<file path="config.mk">
export PLATFORM = sky130hd
export DESIGN_NAME = gpio_input_conditioner
export DESIGN_NICKNAME = d
export VERILOG_FILES = /design/src/rtl/gpio_input_cond_pkg.sv /design/src/rtl/gpio_input_conditioner_debounce_bit.sv /design/src/rtl/gpio_input_conditioner.sv
export SDC_FILE = /design/constraint.sdc
export NUM_CORES = 1
export LEC_CHECK = 0
export CORE_AREA = 8 8 106 108
export CTS_BUF_LIST = sky130_fd_sc_hd__clkbuf_8 sky130_fd_sc_hd__clkbuf_16
export DETAILED_ROUTE_END_ITERATION = 8
export DIE_AREA = 0 0 114 116
export HOLD_SLACK_MARGIN = 0.03
export PLACE_DENSITY = 0.83
export SLEW_MARGIN = 20
export SYNTH_ARGS = -nofsm -noshare
export SYNTH_HDL_FRONTEND = slang
export SYNTH_HIERARCHICAL = 1
export SYNTH_SLANG_ARGS = --single-unit
</file>
<file path="constraint.sdc">
create_clock -name clk -period 9.6 [get_ports clk]
set_input_delay 0.96 -clock clk [delete_from_list [all_inputs] [get_ports clk]]
set_output_delay 0.96 -clock clk [all_outputs]
set_load 0.1 [all_outputs]
</file>
<file path="src/rtl/gpio_input_cond_pkg.sv">
`default_nettype none
// +--------------------------------------------------------------------+
// | gpio_input_cond_pkg: shared widths, bit positions and helpers for  |
// | the GPIO input conditioner.                  Revision: 1.0         |
// +--------------------------------------------------------------------+
package gpio_input_cond_pkg;

  localparam int GPIO_W  = 32;
  localparam int KEY_W   = 4;
  localparam int SW_W    = 10;
  localparam int KEY_LSB = 0;
  localparam int SW_LSB  = 4;

  // Bits needed to hold 0..count-1, never less than one bit.
  function automatic int cnt_width(input int count);
    return (count > 2) ? $clog2(count) : 1;
  endfunction

endpackage : gpio_input_cond_pkg
`default_nettype wire

</file>
<file path="src/rtl/gpio_input_conditioner_debounce_bit.sv">
`default_nettype none
// +--------------------------------------------------------------------+
// | debounce_bit: 2-flop synchronizer plus tick-qualified debouncer    |
// | for one input. Edge regs only with GPIO_INPUT_COND_EDGE_EN.        |
// |                                              Revision: 1.0         |
// +--------------------------------------------------------------------+
module debounce_bit
  import gpio_input_cond_pkg::*;
#(
  parameter int   STABLE_TICKS = 8,
  parameter logic RESET_BIT    = 1'b0
) (
  input  logic clk,
  input  logic reset,
  input  logic raw,
  input  logic tick,
  output logic db,
  output logic rise,
  output logic fall
);

  localparam int                CNT_W    = cnt_width(STABLE_TICKS);
  localparam logic [CNT_W-1:0]  CNT_LAST = CNT_W'(STABLE_TICKS - 1);

  logic             meta;
  logic             sync;
  logic [CNT_W-1:0] cnt;
  logic             accept;

  assign accept = (sync != db) && tick && (cnt == CNT_LAST);

  always_ff @(posedge clk) begin
    if (reset) begin
      meta <= RESET_BIT;
      sync <= RESET_BIT;
      cnt  <= '0;
      db   <= RESET_BIT;
    end else begin
      meta <= raw;
      sync <= meta;
      // Any cycle agreeing with db restarts qualification.
      if (sync == db) begin
        cnt <= '0;
      end else if (tick) begin
        if (cnt == CNT_LAST) begin
          db  <= sync;
          cnt <= '0;
        end else begin
          cnt <= cnt + 1'b1;
        end
      end
    end
  end

`ifdef GPIO_INPUT_COND_EDGE_EN
  always_ff @(posedge clk) begin
    if (reset) begin
      rise <= 1'b0;
      fall <= 1'b0;
    end else begin
      rise <= accept & sync;
      fall <= accept & ~sync;
    end
  end
`else
  assign rise = 1'b0;
  assign fall = 1'b0;
  logic unused_accept;
  assign unused_accept = accept;
`endif

endmodule : debounce_bit
`default_nettype wire

</file>
<file path="src/rtl/gpio_input_conditioner.sv">
`default_nettype none
// +--------------------------------------------------------------------+
// | gpio_input_conditioner: synchronize, debounce and pack raw KEY/SW  |
// | inputs into the 32-bit PIO word. Macro: GPIO_INPUT_COND_EDGE_EN.   |
// |                                              Revision: 1.0         |
// +--------------------------------------------------------------------+
module gpio_input_conditioner
  import gpio_input_cond_pkg::*;
#(
  parameter int                NUM_IN       = 14,
  parameter int                CLK_HZ       = 50_000_000,
  parameter int                TICK_HZ      = 1000,
  parameter int                STABLE_TICKS = 8,
  parameter logic [NUM_IN-1:0] RESET_VAL    = NUM_IN'({{SW_W{1'b0}}, {KEY_W{1'b1}}})
) (
  input  logic              clk,
  input  logic              reset,
  input  logic [NUM_IN-1:0] raw_i,
  output logic [GPIO_W-1:0] gpio_in_o,
  output logic              tick_o,
  output logic [NUM_IN-1:0] rise_o,
  output logic [NUM_IN-1:0] fall_o
);

  localparam int               DIV      = CLK_HZ / TICK_HZ;
  localparam int               PRE_W    = cnt_width(DIV);
  localparam logic [PRE_W-1:0] PRE_LAST = PRE_W'(DIV - 1);

  logic [PRE_W-1:0]  pre_cnt;
  logic              tick;
  logic [NUM_IN-1:0] db;

  // With DIV == 1 the counter sits at 0 == PRE_LAST, so tick is constant high.
  always_ff @(posedge clk) begin
    if (reset) begin
      pre_cnt <= '0;
    end else if (pre_cnt == PRE_LAST) begin
      pre_cnt <= '0;
    end else begin
      pre_cnt <= pre_cnt + 1'b1;
    end
  end

  assign tick   = (pre_cnt == PRE_LAST);
  assign tick_o = tick;

  generate
    for (genvar i = 0; i < NUM_IN; i++) begin : g_bit
      debounce_bit #(
        .STABLE_TICKS (STABLE_TICKS),
        .RESET_BIT    (RESET_VAL[i])
      ) u_debounce_bit (
        .clk   (clk),
        .reset (reset),
        .raw   (raw_i[i]),
        .tick  (tick),
        .db    (db[i]),
        .rise  (rise_o[i]),
        .fall  (fall_o[i])
      );
    end
  endgenerate

  assign gpio_in_o = GPIO_W'(db);

endmodule : gpio_input_conditioner
`default_nettype wire

</file>
==> summary.md <==
| Metric | Value |
|---|---|
| Minimum setup slack after placement | 6.30 ns |
| Transition time at the pin with the least slew margin | 0.983 ns |
| Total Neg Setup Slack | 0 ns |
| Clock-pin slew of the registers on the worst-case setup and hold paths | 0.08 ns |
| Total leakage power | 1.82 nW |
| Cell Area, Synth | 4630 sq um |
| Layout Nets | 516 |
| Setup fix buffers added after clock tree synthesis | 0 |
| Via/cell ratio | 4.91 |
| DRC errors left | 0 |
| Clock latency reported for the late side of the worst-skew pair | 0.35 ns |
| Gate power share | 0.128 |
| Hpwl dp | 5030 microns |
| Row Count | 36 |
| Run status | finished, final reports clean |
| Arrival time reported for the critical path endpoint | 2.76 ns |
| Crit. End Element | output port |
| Final WS setup | 5.88 ns |
| Antenna fix cells | 0 |
| Wire length of the first global-routing pass | 12600 microns |
| Number of setup violations in the final report | 0 |
| Iteration count of the initial detailed-routing pass | 4 |
| Pint | 0.565 mW |
| Clock Sinks | 100 |
| TritonCTS buffer count | 9 |
| Full die area | 13200 sq um |
| Die height | 116 microns |
| Post-synthesis average cell area | 10.4 sq um |
| Wire per inst | 12.2 microns |
| Sequential element share of the synthesized area | 0.433 |
| Seq cells post-synth | 100 |
| Buffer levels on the longest clock path | 2 |
| Post-cts resize count | 0 |
| Synth Instances | 447 |
| Final global-route overflow total | 0 |
| Yosys warning total | 6 |
| Area of the core | 9550 sq um |
| Hold Buf Count CTS | 0 |
| Power per Cell Area | 156 nW/um^2 |
| Number of antenna violations at the first check in global routing | 0 |
| Number of routed nets with antenna violations | 0 |
| Pin count of the biggest net entering global routing | 100 |
| Worst max-slew margin expressed relative to the limit | 0.343 |
| Commonest non-fill, non-tap cell in the layout | dfxtp_1 |
| Total detailed-routing wirelength | 7430 microns |
| Startpoint-to-endpoint class of the critical path | reg2out |
| Highest-count cells in the layout ignoring fill and taps | dfxtp_1, conb_1, ha_1, clkdlybuf4s50_1, nand2b_1 |
| Instance area after placement | 4850 sq um |
| Global Route Usage Sum | 0.115 |
| WHS | 0.412 ns |
| Time the final worst path needs with I/O delays and setup | 3.72 ns |
| Clock share of power | 0.335 |
| Cell area after layout | 5050 sq um |
| Via count of the first global-routing pass | 2893 |
| Crit start category | flop |
| Starting utilization of the core area | 0.485 |
| Placer Congestion | 0.787 |
| Clock tree from TritonCTS | done |
| Distinct cell type count after synthesis | 32 |
| Buffer type at the clock tree root | clkbuf_8 |
| Worst EP required | 8.64 ns |
| Switching power of the nets | 0.225 mW |
| Worst-case clock skew | 0.00656 ns |
| Count of final max-slew check failures | 0 |
| Iteration-0 DRC count of the detailed router | 134 |
| Class of the most critical hold timing path | reg2reg |
| Switching Fraction | 0.285 |
| Number of maximum-capacitance constraint violations | 0 |
| Post-synthesis to final-layout area growth | 9.19% |
| Vias post-DR | 2988 |
| Top Ports | 77 |
| Count of endpoints failing hold in the final timing report | 0 |
| CTS H-Tree Depth | 3 |
| Final Cycle Share | 0.388 |
| Max IR drop VDD | 101 uV |
| Floorplan die width | 114 microns |
| Highest fanout seen on the critical path | 7 |
| Relative contribution of sequential cells to total power | 0.537 |
| RSZ-0062 raised after global routing | false |
| Share of final-layout standard cells stronger than drive strength 1 | 0.107 |
| Count of buffers inserted at the top-level ports | 30 |
| Maximum clock rate | 269 MHz |
per-stage QoR:
stage / std cells / util / total power [mW]
CTS: 609 / 0.529 / 0.804
global placement: 593 / 0.508 / 0.533
finish: 609 / 0.529 / 0.790
detailed placement: 593 / 0.508 / 0.534
global route: 609 / 0.529 / 0.823
floorplan: 478 / - / 0.536
registers in the layout (all words and copies together) (netlist names):
name and flops:
g_bit.u_debounce_bit/cnt 42, g_bit.u_debounce_bit/meta 14, g_bit.u_debounce_bit/sync 14, g_bit.u_debounce_bit/db 14, pre_cnt 16
final timing paths:
path	from	end	slack (ns)	depth (start not counted)
max	pre_cnt[0]$_SDFF_PP0_	tick_o	5.88	4
min	g_bit[0].u_debounce_bit/meta$_SDFF_PP1_	g_bit[0].u_debounce_bit/sync$_SDFF_PP1_	0.41	1
max reg2reg	pre_cnt[0]$_SDFF_PP0_	pre_cnt[11]$_SDFF_PP0_	6.87	6
min reg2reg	g_bit[0].u_debounce_bit/meta$_SDFF_PP1_	g_bit[0].u_debounce_bit/sync$_SDFF_PP1_	0.41	1
worst max-delay path: stages (launching register included):
cell,delay (ns)
dfxtp_1,0.39
ha_1,0.22
nand3_1,0.26
nor4_4,0.36
clkdlybuf4s50_1,1.17
metal layers:
metal  global-route usage  vias to the layer above  wire length [microns]  share of wire
met5                    0                        -                      0              0
met4               0.0435                        0                    111          0.015
met3               0.0412                       12                    330          0.044
met2                0.208                       52                   3780           0.51
met1                0.119                     1402                   3210           0.43
li1                     -                     1522                      -              -
Yosys cell counts:
library cell	number	area, sq um
buf_4	46	345
buf_8	1	15.0
nand3_1	14	70.1
a21oi_1	10	50.1
nand4bb_1	2	22.5
or2_2	8	50.1
nand2_1	3	11.3
nor4_1	5	31.3
conb_1	15	56.3
a211oi_2	14	175
or4b_1	1	10.0
ha_1	29	363
a21bo_2	10	100
a311o_1	4	40.0
nand3b_1	14	105
or3b_1	14	123
xor2_1	1	8.76
nor2_1	19	71.3
a21boi_0	4	30.0
nand2b_1	28	175
mux2i_1	14	140
or2_1	1	6.26
xnor2_1	27	236
a211oi_1	14	105
nor3_1	17	85.1
inv_1	3	11.3
nor2b_1	20	125
buf_6	1	11.3
nor4_2	1	12.5
clkbuf_1	2	7.51
dfxtp_1	100	2000
nand4_1	5	31.3
area by class of cell:
class / count / area (sq um)
fill: 890 / 4500
multi-input combinational: 325 / 2360
sequential: 100 / 2000
timing repair buffer: 32 / 310
tap: 133 / 166
clock buffer: 11 / 151
clock inverter: 5 / 51.3
inverter: 3 / 11.3
logic make-up after synthesis:
kind of cell / Yosys count / synth area share
AOI/OAI and AO/OA: 56 / 0.108
xor gates and xnor gates: 28 / 0.0530
adders and majority gates: 29 / 0.0784
buffers and inverters: 53 / 0.0844
DFF: 100 / 0.433
muxes: 14 / 0.0303
other: 15 / 0.0122
and+or+nand+nor: 152 / 0.201
power groups by stage:
stage	logic (mW)	registers, mW	clock network (mW)
final	0.101	0.424	0.264
after global routing	0.105	0.425	0.294
after CTS	0.101	0.424	0.279
after detailed placement	0.100	0.434	0
after global placement	0.0997	0.433	0
after floorplan	0.103	0.433	0
(Power assumes the default switching activity.)
